[src/rtl/ram_modport.sv]
// ram_modport: single-port synchronous RAM, 2**ADDR_W words x DATA_W bits.
// One address bus is shared by reads and writes. Read data is registered.
// Ports:
//   clk        rising-edge clock for all logic
//   reset      synchronous, active-high; clears every word and data_out to RST_VAL
//   write_enb  store data_in at address (takes priority over read_enb)
//   read_enb   load mem[address] into data_out, visible after the sampling edge
//   address    word address, full range valid
//   data_in    write data
//   data_out   registered read data; holds its value when no read is performed
module ram_modport #(
  parameter int unsigned             DATA_W  = 8,
  parameter int unsigned             ADDR_W  = 5,
  parameter logic [DATA_W-1:0]       RST_VAL = '0
) (
  input  logic              clk,
  input  logic              reset,
  input  logic              write_enb,
  input  logic              read_enb,
  input  logic [ADDR_W-1:0] address,
  input  logic [DATA_W-1:0] data_in,
  output logic [DATA_W-1:0] data_out
);

  localparam int unsigned DEPTH = 1 << ADDR_W;

  logic [DATA_W-1:0] mem [DEPTH];

  // Reset has top priority and discards any access sampled in the same cycle.
  // A simultaneous write and read performs only the write; data_out holds.
  always_ff @(posedge clk) begin
    if (reset) begin
      for (int unsigned i = 0; i < DEPTH; i++) begin
        mem[ADDR_W'(i)] <= RST_VAL;
      end
      data_out <= RST_VAL;
    end else if (write_enb) begin
      mem[address] <= data_in;
    end else if (read_enb) begin
      data_out <= mem[address];
    end
  end

endmodule

[config.mk]
export PLATFORM = sky130hd
export DESIGN_NAME = ram_modport
export DESIGN_NICKNAME = d
export VERILOG_FILES = /design/src/rtl/ram_modport.sv
export SDC_FILE = /design/constraint.sdc
export NUM_CORES = 1
export LEC_CHECK = 0
export BUFFER_PORTS_ARGS = -buffer_cell sky130_fd_sc_hd__buf_2
export CORE_UTILIZATION = 57
export DETAILED_ROUTE_END_ITERATION = 10
export GPL_TIMING_DRIVEN = 0
export PLACE_DENSITY = 0.83
export SETUP_SLACK_MARGIN = 0.1
export SKIP_CTS_REPAIR_TIMING = 1
export SLEW_MARGIN = 10
export SYNTH_ARGS = -nofsm -noshare
export SYNTH_HDL_FRONTEND = slang
export SYNTH_SLANG_ARGS = --single-unit
[constraint.sdc]
create_clock -name clk -period 2.4 [get_ports clk]
set_input_delay 0.48 -clock clk [delete_from_list [all_inputs] [get_ports clk]]
set_output_delay 0.48 -clock clk [all_outputs]
set_load 0.01 [all_outputs]
Word level (Yosys, flattened, before mapping) --
Memories as Yosys holds them, arrays and structs flattened. A register that Yosys moved wholly into a read port is not among the register bits. Cells that the tools add are included.
Word-level totals: register bits 0, bits in writable memories 256, input bits 17, output and inout port bits 8, logic and storage cells 12, memories kept 1
Cells by class: muxes and demuxes 8, bitwise operators 1, reduce and logical (&&, ||, !) cells 2
Memory list:
- mem | words 32, width 8, read ports 1, clocked after memory_dff 1, wr ports 32, RTL line 27 | logic [DATA_W-1:0] mem [DEPTH];
Operators by type and width (count):
- $mux W8 | 1
- $reduce_or A8 Y1 | 1
- $mux W1 | 6
- $mux W5 | 1
- $reduce_and A2 Y1 | 1
- $not A1 Y1 | 1

Longest topological paths before layout --
Gate-level depths: netlist of run 1.
depth in word-level cells 5, gate-level depth with buffers 8, depth with buffers taken out 4

Least setup slack after synthesis of run 1 --
Ideal clock, no wire load.
kind input to register, start point input address[2], end point memory mem[10][0], enable pin, library setup time 0.384 ns, arrival time 1.976 ns, required time 2.016 ns, slack 0.040 ns, stages 5, path buffers 3, path through buf_4 -> buf_2 -> or3b_1 -> clkbuf_1 -> o21ai_0
RTL lines:
- from (decl) | RTL line 20 | input logic [ADDR_W-1:0] address,
- to (decl) | RTL line 27

==> metrics, run 1 <==
worst r2r src=mem[31][0]; critical path's slowest cell=o21ai_2; Filler cells=between 1k and 1.5k; DIE WIDTH=150 um; H-tree levels=1; synthesized net count=about 900; RSZ-0062 raised after global routing=true; clk root buf=clkbuf_16; worst slack at placement=-1440 ps; placed cells=around 1.2k; worst slew pin tran=~1400 ps; hold wc startpoint=reset; Synth top area share=a little over 60%; clock period minus worst slack=2440 ps; PwrDens=between 700 and 800 nW/um2; vias per cell=between 6 and 7; ranking of synthesized cells by area=edfxtp_1 62%, and2_1 13%, mux2i_1 5.3%; max-slew violation count=0; global route overflow=0; Die Ht=about 150 um; most frequent cells in the layout=257 x and2_1, 256 x edfxtp_1, 66 x mux2i_1; post-synthesis average cell area=14.0 um2; CP arrival=roughly 2600 ps; YS warnings=0; NumNets Final=961; CTS tree=yes; Post-Syn Instances=just under 900; vias in the first global route=8077; FP Rows=53; Clock Pin Slew Worst Setup and Hold Paths=60 ps; VDD IR max=approximately 0.69 mV; commonest non-fill, non-tap cell in the layout=and2_1; final clock skew=22.1 ps; post-synth top area cell=edfxtp_1; failing checks=negative setup slack; register area share after synthesis=around 63%; largest net degree at the start of global routing=15; HPWL Detailed=25900 um; crit path kind=in2reg; #FFs+latches synth=264; Worst path most repeated cell=buf_6; Synth Flop Type=edfxtp_1; Hold Path Class=in2reg; layout cells sized above 1=between 10% and 20%; Core ar.=approximately 21000 um2; Starting Density=between 50 and 60%; delay-heaviest family, CP=buffers and inverters; drt drc=0; f_max=between 400 and 500 MHz; Setup crit start=address[1]; ys async rst share=0%; Final GP Congestion=1.02; I/O pin count=25; Pre-antenna DRT Iters=5; die area=22400 um2; TNS Setup=-182 ps; crit path cell chain=buf_2, buf_6, buf_6, nand4_1, clkbuf_1, o21ai_2; Layout Utilization=between 60% and 70%; Fin. Hold Viols=0; initial antenna violation count=0; CP required=between 2000 and 3000 ps; routed wire length per instance=29.8 um; initial DRC count=1161; vias=around 8.2k; Yosys cell types=51; Pwr Total=around 10 mW; Setup WS post-layout=-35.6 ps; fin crit share=101%; first-pass GRT wire length=around 53000 um; Clock Path Buffers=3; number of flops mapped to enable cells by yosys=between 200 and 300; Ant. Diodes=0; Clock Sinks=264; Leak=just under 5 nW; Slew HR=6.79%; Routed Antenna Nets=0; non-filler cells, final=1238; Inserted Clock Buffers=27; status=finished with violations; Worst Setup Start Kind=input port; Post-Route WL=36800 um; CP max stage delay=~640 ps; Synth Cell Area=about 12000 um2; peak fanout along the critical path=10; IO Port Bufs=22; CP endpoint kind=flop; max cap viols=0; CP Buf/Inv Count=4; Skew-Pair Late Insertion Delay=about 540 ps; Total GRT Usage=34.0%; final setup vio count=9; area delta synth->final=12.7%
[metrics by stage]
| stage | area [um2] | hold WS [ps] |
|---|---|---|
| floorplan | 12400 | 513 |
| global route | 14000 | 292 |
| detailed placement | 12900 | 523 |
| finish | 14000 | 292 |
| CTS | 13700 | 263 |
| global placement | 12900 | 516 |
[worst reg2reg max path, delay by kind of cell, from the launching register on]
kind | cells | cell delay [ps]
compound gates | 2 | 710
flops | 1 | 350
mux | 1 | 550
simple gates | 1 | 180
[Yosys cell counts, types with 5 or more instances]
cell type / number
a22o_1: 5
a311oi_1: 5
and2_1: 257
buf_2: 8
buf_4: 8
buf_6: 10
clkbuf_1: 35
dfxtp_1: 8
edfxtp_1: 256
mux2_2: 7
mux2i_1: 66
mux4_1: 9
mux4_2: 19
nand2_1: 10
nor2_1: 42
nor3_1: 10
nor4_1: 6
o21ai_0: 42
o22ai_1: 21
[sequential cells by signal (all words and copies together) (netlist names)]
register	count
data_out	8
mem	256
[path summary, 6_finish.rpt]
kind	slack [ps]	end	cells past startpoint
max reg2reg	480	data_out[0]	4
min reg2reg	530	data_out[6]	2
min	290	data_out[6]	2
max	-40	mem[3][3]	6
[cell type report]
type                            instances  area [um2]  share of cell area [%]
Buffer                                 63         370                    2.65
Clock buffer                           30         687                    4.91
Clock inverter                         18         179                    1.28
Inverter                                3        11.3                  0.0805
Multi-Input combinational cell        557        4390                    31.4
Sequential cell                       264        7850                    56.1
Tap cell                              275         344                    2.46
Timing Repair Buffer                   28         155                    1.11
[layer usage]
metal  vias up  global-route usage (%)  wire length, um
met3       115                    6.13             3870
met4         0                    16.0             1980
met5         -                       0                0
met1      4091                    46.0            13600
met2       567                    53.5            17300
li1       3403                       -                -
[power breakdown]
part	switching [mW]	leakage, nW	internal, mW
clock network	1.78	0.416	2.39
logic	0.591	2.04	0.283
registers	0.0904	2.50	5.30
total	2.46	4.96	7.97
[cells by family (layout without fill, tap and decap cells)]
kind of cell | Yosys count | in the layout | share of synthesized area, %
buf+inv | 66 | 142 | 3.06
flops | 264 | 264 | 63.3
mux | 102 | 102 | 11.4
simple gates | 365 | 365 | 17.7
compound gates | 90 | 90 | 4.58
Note: power is estimated with default switching activity, not from simulation.
==> inputs of run 2 (changes only) <==
- HOLD_SLACK_MARGIN: unset -> 0.03
- REMOVE_ABC_BUFFERS: unset -> 1
==> metrics, run 2 (same netlist as run 1, synthesis figures left out) <==
status=finished, final reports clean; TNS Setup=0 ps (+182 ps); RSZ-0062 raised after global routing=true; drt drc=0 (unchanged); Pre-antenna DRT Iters=5 (unchanged); Inserted Clock Buffers=26 (-3.7%); f_max=434 MHz (+5.8%); IO Port Bufs=24 (+9.1%); most frequent cells in the layout=257 x and2_1, 256 x edfxtp_1, 66 x mux2i_1; initial DRC count=916 (-21%); Total GRT Usage=26.1% (-7.9 points); HPWL Detailed=17300 um (-33%); first-pass GRT wire length=42500 um (-20%); Hold Path Class=in2reg; I/O pin count=25 (unchanged); Final GP Congestion=0.834 (-18%); Skew-Pair Late Insertion Delay=530 ps (about the same); Leak=4.78 nW (-3.6%); CTS tree=yes; Top Registers=mem: 256 flops, data_out: 8 flops; layout cells sized above 1=14.0% (-3.1 points); routed wire length per instance=24.4 um (-18%); worst reg-to-reg setup slack=560 ps (+80 ps); max FFs per register=256 (unchanged); global route overflow=0 (unchanged); final setup vio count=0 (-9); Slew HR=45.1% (+38 points); PwrDens=748 nW/um2 (+0.38%); DIE WIDTH=150 um (unchanged); hold_ws=357 ps (+64.8 ps); NumNets Final=906 (-5.7%); Clock Path Buffers=3 (unchanged); Worst Setup Start Kind=input port; Core ar.=21200 um2 (unchanged); Starting Density=58.7% (unchanged); Largest Register=mem; peak fanout along the critical path=33 (+23); Ant. Diodes=0 (unchanged); CP required=2780 ps (+220 ps); vias=7492 (-8.4%); area delta synth->final=9.29%; Layout Utilization=64.1% (-2.0 points); FP Rows=53 (unchanged); initial antenna violation count=0 (unchanged); largest net degree at the start of global routing=54 (+39); H-tree levels=1 (unchanged); Clock Pin Slew Worst Setup and Hold Paths=60 ps (about the same); CP endpoint kind=flop; max-slew violation count=0 (unchanged); VDD IR max=0.506 mV (-27%); fin crit share=95.9% (-5.6 points); non-filler cells, final=1182 (-4.5%); final clock skew=11.4 ps (-10.7 ps); die area=22400 um2 (unchanged); worst slew pin tran=815 ps (-583 ps); clock period minus worst slack=2300 ps (-134 ps); Die Ht=150 um (unchanged); placed cells=1124 (-5.1%); CP arrival=2680 ps (+80 ps); Clock Sinks=264 (unchanged); max cap viols=0 (unchanged); Post-Route WL=28900 um (-22%); commonest non-fill, non-tap cell in the layout=and2_1; clk root buf=clkbuf_16; crit path kind=in2reg; Routed Antenna Nets=0 (unchanged); Fin. Hold Viols=0 (unchanged); vias per cell=6.34 (-4.0%); vias in the first global route=7249 (-10%)
## run 2: changes by cell type in the layout (fill, tap and decap cells not counted), moves of 3 or more
| cell | delta |
|---|---|
| o21ai_4 | -11 |
| buf_6 | -10 |
| clkbuf_1 | -34 |
| buf_2 | -10 |
| clkinv_2 | -3 |
| clkinv_1 | +5 |
| o21ai_2 | -3 |
| o21ai_1 | +14 |
## run 2: final timing paths
kind | startpoint | end | depth (start not counted)
worst max-delay path | address[4] | data_out[1] | 5
worst min register to register | data_out[7] | data_out[7] | 2
worst min-delay path | reset | data_out[0] | 2
worst max register to register | mem[3][5] | data_out[5] | 4
## run 2: layer usage
| layer | vias up | wire, um | track usage, % |
|---|---|---|---|
| met5 | - | 0 | 0 |
| met4 | 0 | 955 | 9.69 |
| met1 | 3697 | 11200 | 36.0 |
| li1 | 3293 | - | - |
| met3 | 69 | 3020 | 5.49 |
| met2 | 433 | 13700 | 41.0 |
## run 2: area by class of cell
class                           count  area [um2]
Sequential cell                   264        7850
Timing Repair Buffer               36         248
Timing Repair inverter              1        7.51
Clock buffer                       29         683
Clock inverter                     17         159
Fill cell                        1465        7590
Inverter                            3        15.0
Multi-Input combinational cell    557        4260
Tap cell                          275         344
## run 2: through the flow
stage	total power [mW]	cell area (um2)	setup WS, ps
2_1_floorplan	5.79	12000	-111
3_3_place_gp	6.14	12500	-3640
3_5_place_dp	6.15	12500	-1940
4_1_cts	10.1	13400	-1390
5_1_grt	10.4	13600	25.8
6_report	10.1	13600	98.1
## run 2: critical path, cell delays in order
cell and delay [ps]:
buf_2 540, nand4b_1 450, o22ai_1 260, nor4_1 750
a41oi_1 190
## run 2: power breakdown
part           internal, mW  total [mW]  switching (mW)  leakage (nW)
Sequential             5.29        5.37          0.0706          2.50
Combinational         0.244       0.729           0.485          1.88
Clock                  2.36        4.05            1.70         0.407
Total                  7.90        10.1            2.25          4.78
